## config.mk

```make
export PLATFORM = sky130hd
export DESIGN_NAME = mvm_sequencer
export DESIGN_NICKNAME = d
export VERILOG_FILES = /design/src/rtl/mvm_sequencer.sv
export SDC_FILE = /design/constraint.sdc
export NUM_CORES = 1
export LEC_CHECK = 0
export BUFFER_PORTS_ARGS = -buffer_cell sky130_fd_sc_hd__buf_2
export CAP_MARGIN = 20
export CORE_MARGIN = 4
export CORE_UTILIZATION = 40
export DETAILED_ROUTE_END_ITERATION = 7
export PLACE_DENSITY = 0.7
export SETUP_SLACK_MARGIN = 0.1
export SLEW_MARGIN = 20
export SYNTH_ARGS = -nofsm -noshare
export SYNTH_HDL_FRONTEND = slang
export SYNTH_SLANG_ARGS = --single-unit
```

## constraint.sdc

```tcl
create_clock -name clk -period 3.1 [get_ports clk]
set_clock_uncertainty 0.1 [all_clocks]
set_input_delay 0.775 -clock clk [delete_from_list [all_inputs] [get_ports clk]]
set_output_delay 0.775 -clock clk [all_outputs]
set_load 0.02 [all_outputs]
```

## src/rtl/mvm_sequencer.sv

```systemverilog
// -----------------------------------------------------------------------------
// mvm_sequencer
//   Drives a single dot-product MAC unit so that it computes y = W*x. One input
//   vector x is captured and then processed one matrix row at a time. Each row
//   is read from a synchronous weight ROM and sent to the MAC with x. The
//   scalar results are gathered into a packed output vector. Only one vector
//   is in flight at a time.
//
// Ports
//   clk, rst            clock, synchronous active-high reset
//   in_vector/valid/ready
//                       input vector x (element i at [i*B_CELL_WIDTH +: B_CELL_WIDTH])
//   w_addr, w_data      weight ROM row address out, row data in (1-cycle latency)
//   mac_a/valid/ready   weight row to the MAC
//   mac_b/valid/ready   input vector to the MAC
//   mac_result/valid/ready, mac_error
//                       MAC dot-product result and its overflow flag
//   out_vector/valid/ready, out_error
//                       y (row r at [r*RESULT_CELL_WIDTH +: RESULT_CELL_WIDTH])
//                       and the OR of mac_error over all rows
// -----------------------------------------------------------------------------
module mvm_sequencer #(
   parameter int VECTOR_LEN        = 5,
   parameter int ROWS              = 4,
   parameter int A_CELL_WIDTH      = 8,
   parameter int B_CELL_WIDTH      = 8,
   parameter int RESULT_CELL_WIDTH = 8,
   parameter int ADDR_WIDTH        = 3
) (
   input  logic                                clk,
   input  logic                                rst,
   input  logic [VECTOR_LEN*B_CELL_WIDTH-1:0]  in_vector,
   input  logic                                in_valid,
   output logic                                in_ready,
   output logic [ADDR_WIDTH-1:0]               w_addr,
   input  logic [VECTOR_LEN*A_CELL_WIDTH-1:0]  w_data,
   output logic [VECTOR_LEN*A_CELL_WIDTH-1:0]  mac_a,
   output logic                                mac_a_valid,
   input  logic                                mac_a_ready,
   output logic [VECTOR_LEN*B_CELL_WIDTH-1:0]  mac_b,
   output logic                                mac_b_valid,
   input  logic                                mac_b_ready,
   input  logic [RESULT_CELL_WIDTH-1:0]        mac_result,
   input  logic                                mac_result_valid,
   output logic                                mac_result_ready,
   input  logic                                mac_error,
   output logic [ROWS*RESULT_CELL_WIDTH-1:0]   out_vector,
   output logic                                out_valid,
   input  logic                                out_ready,
   output logic                                out_error
);

   localparam logic [ADDR_WIDTH-1:0] LAST_ROW = ADDR_WIDTH'(ROWS - 1);

   typedef enum logic [2:0] {
      S_IDLE,
      S_FETCH,
      S_WAIT,
      S_ISSUE,
      S_COLLECT,
      S_DONE
   } state_t;

   state_t                              state_q, state_d;
   logic [ADDR_WIDTH-1:0]               row_q, row_d;
   logic [ADDR_WIDTH-1:0]               w_addr_q, w_addr_d;
   logic [VECTOR_LEN*B_CELL_WIDTH-1:0]  x_q, x_d;
   logic [VECTOR_LEN*A_CELL_WIDTH-1:0]  wrow_q, wrow_d;
   logic [ROWS*RESULT_CELL_WIDTH-1:0]   out_vec_q, out_vec_d;
   logic                                out_err_q, out_err_d;
   logic                                a_sent_q, a_sent_d;
   logic                                b_sent_q, b_sent_d;

   logic a_done, b_done, issue_done, res_fire, last_row;

   // A channel counts as complete once it has handshaken in this ISSUE visit,
   // either in an earlier cycle (sent flag) or in the current one.
   assign a_done     = a_sent_q | (mac_a_valid & mac_a_ready);
   assign b_done     = b_sent_q | (mac_b_valid & mac_b_ready);
   assign issue_done = a_done & b_done;
   assign res_fire   = mac_result_valid & mac_result_ready;
   assign last_row   = (row_q == LAST_ROW);

   // ---- FSM: state register ----
   always_ff @(posedge clk) begin
      if (rst) state_q <= S_IDLE;
      else     state_q <= state_d;
   end

   // ---- FSM: next-state logic ----
   always_comb begin
      state_d = state_q;
      unique case (state_q)
         S_IDLE:    if (in_valid)   state_d = S_FETCH;
         S_FETCH:                   state_d = S_WAIT;
         S_WAIT:                    state_d = S_ISSUE;
         S_ISSUE:   if (issue_done) state_d = S_COLLECT;
         S_COLLECT: if (res_fire)   state_d = last_row ? S_DONE : S_FETCH;
         S_DONE:    if (out_ready)  state_d = S_IDLE;
         default:                   state_d = S_IDLE;
      endcase
   end

   // ---- FSM: outputs ----
   always_comb begin
      in_ready         = (state_q == S_IDLE);
      mac_a_valid      = (state_q == S_ISSUE) && !a_sent_q;
      mac_b_valid      = (state_q == S_ISSUE) && !b_sent_q;
      mac_result_ready = (state_q == S_COLLECT);
      out_valid        = (state_q == S_DONE);
   end

   assign w_addr     = w_addr_q;
   assign mac_a      = wrow_q;
   assign mac_b      = x_q;
   assign out_vector = out_vec_q;
   assign out_error  = out_err_q;

   // ---- Datapath next values ----
   always_comb begin
      row_d     = row_q;
      w_addr_d  = w_addr_q;
      x_d       = x_q;
      wrow_d    = wrow_q;
      out_vec_d = out_vec_q;
      out_err_d = out_err_q;
      a_sent_d  = a_sent_q;
      b_sent_d  = b_sent_q;
      unique case (state_q)
         S_IDLE: begin
            if (in_valid) begin
               x_d       = in_vector;
               row_d     = '0;
               w_addr_d  = '0;
               out_vec_d = '0;
               out_err_d = 1'b0;
            end
         end
         S_WAIT: wrow_d = w_data;
         S_ISSUE: begin
            // Flags are cleared on exit so the next row starts fresh.
            a_sent_d = issue_done ? 1'b0 : a_done;
            b_sent_d = issue_done ? 1'b0 : b_done;
         end
         S_COLLECT: begin
            if (res_fire) begin
               for (int r = 0; r < ROWS; r++) begin
                  if (row_q == ADDR_WIDTH'(r))
                     out_vec_d[r*RESULT_CELL_WIDTH +: RESULT_CELL_WIDTH] = mac_result;
               end
               out_err_d = out_err_q | mac_error;
               // The address is set up on entry to FETCH so the ROM row is
               // ready to capture in WAIT. The row counter stops at the last row.
               if (!last_row) begin
                  row_d    = row_q + ADDR_WIDTH'(1);
                  w_addr_d = row_q + ADDR_WIDTH'(1);
               end
            end
         end
         default: ;
      endcase
   end

   always_ff @(posedge clk) begin
      if (rst) begin
         row_q     <= '0;
         w_addr_q  <= '0;
         x_q       <= '0;
         wrow_q    <= '0;
         out_vec_q <= '0;
         out_err_q <= 1'b0;
         a_sent_q  <= 1'b0;
         b_sent_q  <= 1'b0;
      end else begin
         row_q     <= row_d;
         w_addr_q  <= w_addr_d;
         x_q       <= x_d;
         wrow_q    <= wrow_d;
         out_vec_q <= out_vec_d;
         out_err_q <= out_err_d;
         a_sent_q  <= a_sent_d;
         b_sent_q  <= b_sent_d;
      end
   end

endmodule

```

==> results.py <==
metrics = {
    "synthesis": {
        "ys.warnings.count": 0,
        "yosysTopAreaCell": "dfxtp_1",
        "netlist_top_cells_count": "nand2_1 (163), dfxtp_1 (121), a21oi_1 (83), nand2b_1 (37), mux2i_1 (34)",
        "synth.most_common_cell": "nand2_1",
        "ys_seq_elements": 121,
        "synth_cell_type_count": 38,
        "synth_edf_count": 0,
        "synth_top_area_share": 0.518,
        "syn_inst": 535,
        "synth_ff_type": "dfxtp_1",
        "synth_area_leaders": "dfxtp_1 (52%), nand2_1 (13%), a21oi_1 (8.9%)",
        "seq_area_frac_synth": 0.518,
        "synthesis.nets": 636,
        "syn_avg_cell_area_um2": 8.74,
        "synthArstFlopShare": 0,
        "synth_area_mm2": 0.00467,
    },
    "timing": {
        "slew_headroom": 0.460,
        "setup_tns_ns": 0,
        "report.final.setup_viol": 0,
        "worstMarginPinSlew_ns": 0.810,
        "rsz0062_at_grt": "false",
        "min_period_ns": 2.78,
        "slew_viol_final": 0,
        "hold_viol": 0,
        "post-route-period-util": 0.898,
        "fmax_ghz": 0.359,
    },
    "power": {
        "p_per_area_mw_per_mm2": 607,
        "p_leak_uw": 0.00302,
        "vdd_ir_drop_max_mv": 0.465,
    },
    "final_layout": {
        "syn2layout_area_growth_pct": 35.7,
        "final_area_mm2": 0.00634,
        "drive_above_1_share": 0.338,
        "diodes": 0,
        "nets": 841,
        "fin_util": 0.555,
    },
    "clock_tree": {
        "cts_tree": "done",
        "cts_resized": 0,
        "clkLatencyLatePin_ns": 0.40,
        "cts_root_buf": "clkbuf_16",
        "ctsHoldBuffers": 0,
        "clock-sinks": 121,
        "numCtsBuffers": 17,
        "cts_buffer_depth": 2,
        "post_cts_buffers": 0,
        "clk_pin_slew_ns": 0.05,
        "htreeDepth": 4,
    },
    "global_route": {
        "grt_util_met1": 0.218,
        "grt_max_degree": 88,
        "grt_util_met3": 0.0601,
        "grt_use_total": 0.186,
        "grt_use_met2": 0.310,
        "grt_pass1_wl_um": 19900,
        "grt_overflow_total": 0,
        "grt_pass1_vias": 4156,
        "antenna_found_initial": 0,
        "busiest_layer": "met2",
    },
    "route": {
        "wire_per_inst_um": 14.0,
        "wirelength_um": 12500,
        "dr.pass1.iters": 4,
        "drc": 0,
        "drt_iter0_drc": 276,
        "antenna_left": 0,
        "via_per_inst": 4.85,
        "vias": 4339,
    },
    "worst_setup_path": {
        "r2r-end": "mac_a[7]",
        "worst-path-max-fanout": 17,
        "critPathArrivalTime_ns": 1.91,
        "rr_worst_depth": 3,
        "endpoint": "out_valid",
        "worstSetupPathType": "flop to output port",
        "crit_path_start": "state_q[2]",
        "cp_data_required_time_ns": 2.22,
        "path_cells": "inv_1 -> nor3_1 -> buf_2",
        "cpMaxStageDelayCell": "dfxtp_1",
        "end_kind": "output port",
        "crit_path_start_kind": "flop",
        "slowest_delay_ns": 0.71,
        "r2r_start": "state_q[1]",
        "r2r_slack_ns": 1.00,
    },
    "place": {
        "io_buffers": 216,
        "place_area_mm2": 0.00584,
        "finalWeightedCongestion": 0.795,
        "hpwl_um": 8930,
    },
    "die": {
        "die_w_um": 116,
        "die_area_mm2": 0.0135,
        "rows": 39,
        "core-area_mm2": 0.0114,
        "die_h_um": 116,
        "start_util": 0.409,
        "pin_count": 217,
    },
    "worst_hold_path": {
        "hp-class": "flop to flop",
        "min_delay_path_depth": 2,
    },
    "flow_run": {
        "drv_cap": 0,
    },
    "status": {
        "status": "finished, final reports clean",
    },
}
-- metal layers --
layer / vias to the layer above / wire (µm)
li1: 2169 / -
met4: 0 / 363
met1: 1982 / 5120
met2: 161 / 6090
met5: - / 0
met3: 27 / 981
-- report_power, final --
group          switching [µW]  internal (µW)  leakage [µW]  total [µW]
Combinational             310            188       0.00179         498
Clock                     624           1050      0.000248        1670
Sequential               48.6           1630      0.000984        1680
Total                     982           2860       0.00302        3850
-- placed cells by master, fill, tap and decap left out, types with 2 or more instances in the layout --
cell / n
a211oi_1: 2
a21oi_1: 83
and3b_1: 2
buf_2: 215
buf_4: 6
clkbuf_1: 7
clkbuf_16: 17
clkbuf_8: 2
clkinv_2: 4
dfxtp_1: 121
ha_1: 5
inv_1: 5
mux2i_1: 34
nand2_1: 163
nand2b_1: 37
nand3b_1: 8
nor2_1: 7
nor2b_1: 4
nor3_1: 6
nor3b_4: 2
o211ai_4: 3
-- cells by family after synthesis --
| group | Yosys count | share of synthesized area |
|---|---|---|
| compound gates | 97 | 0.120 |
| buf+inv | 40 | 0.0356 |
| simple gates | 237 | 0.237 |
| fa+ha+maj | 5 | 0.0134 |
| mux | 35 | 0.0752 |
| flops | 121 | 0.518 |
-- stage by stage --
stage	setup slack, ns	hold slack, ns	power, µW	cells
after floorplan	1.00	0.408	2020	535
after global placement	0.793	0.339	2200	864
after detailed placement	0.682	0.346	2210	864
after CTS	0.298	0.353	3890	894
after global routing	0.149	0.363	4020	894
final	0.317	0.349	3850	894
-- worst max-delay path, delay by kind of cell (launching register included) --
kind                   cells  cell delay (ns)
buffers and inverters      2             0.55
AND/OR/NAND/NOR            1             0.24
flip-flops                 1             0.71
-- final cells by class --
cell class	instances	area, µm²
Fill cell	1100	5080
Sequential cell	121	2420
Multi-Input combinational cell	374	2100
Timing Repair Buffer	221	1120
Clock buffer	26	479
Tap cell	143	179
Clock inverter	4	20.0
Inverter	5	18.8
-- sequential cells by signal, summed over array words and instances (netlist names) --
name        flops
a_sent_q        1
b_sent_q        1
mac_a          40
mac_b          40
out_error       1
out_vector     32
state_q         3
w_addr          3
-- how the worst min path moves through the flow --
| stage | start | end |
|---|---|---|
| after global placement | mac_b[16] | mac_b[16] |
| after floorplan | a_sent_q | a_sent_q |
| after global routing | mac_b[29] | mac_b[29] |
| after detailed placement | mac_b[6] | mac_b[6] |
| after CTS | mac_b[6] | mac_b[6] |
| final | mac_b[6] | mac_b[6] |
(Power assumes the default switching activity.)
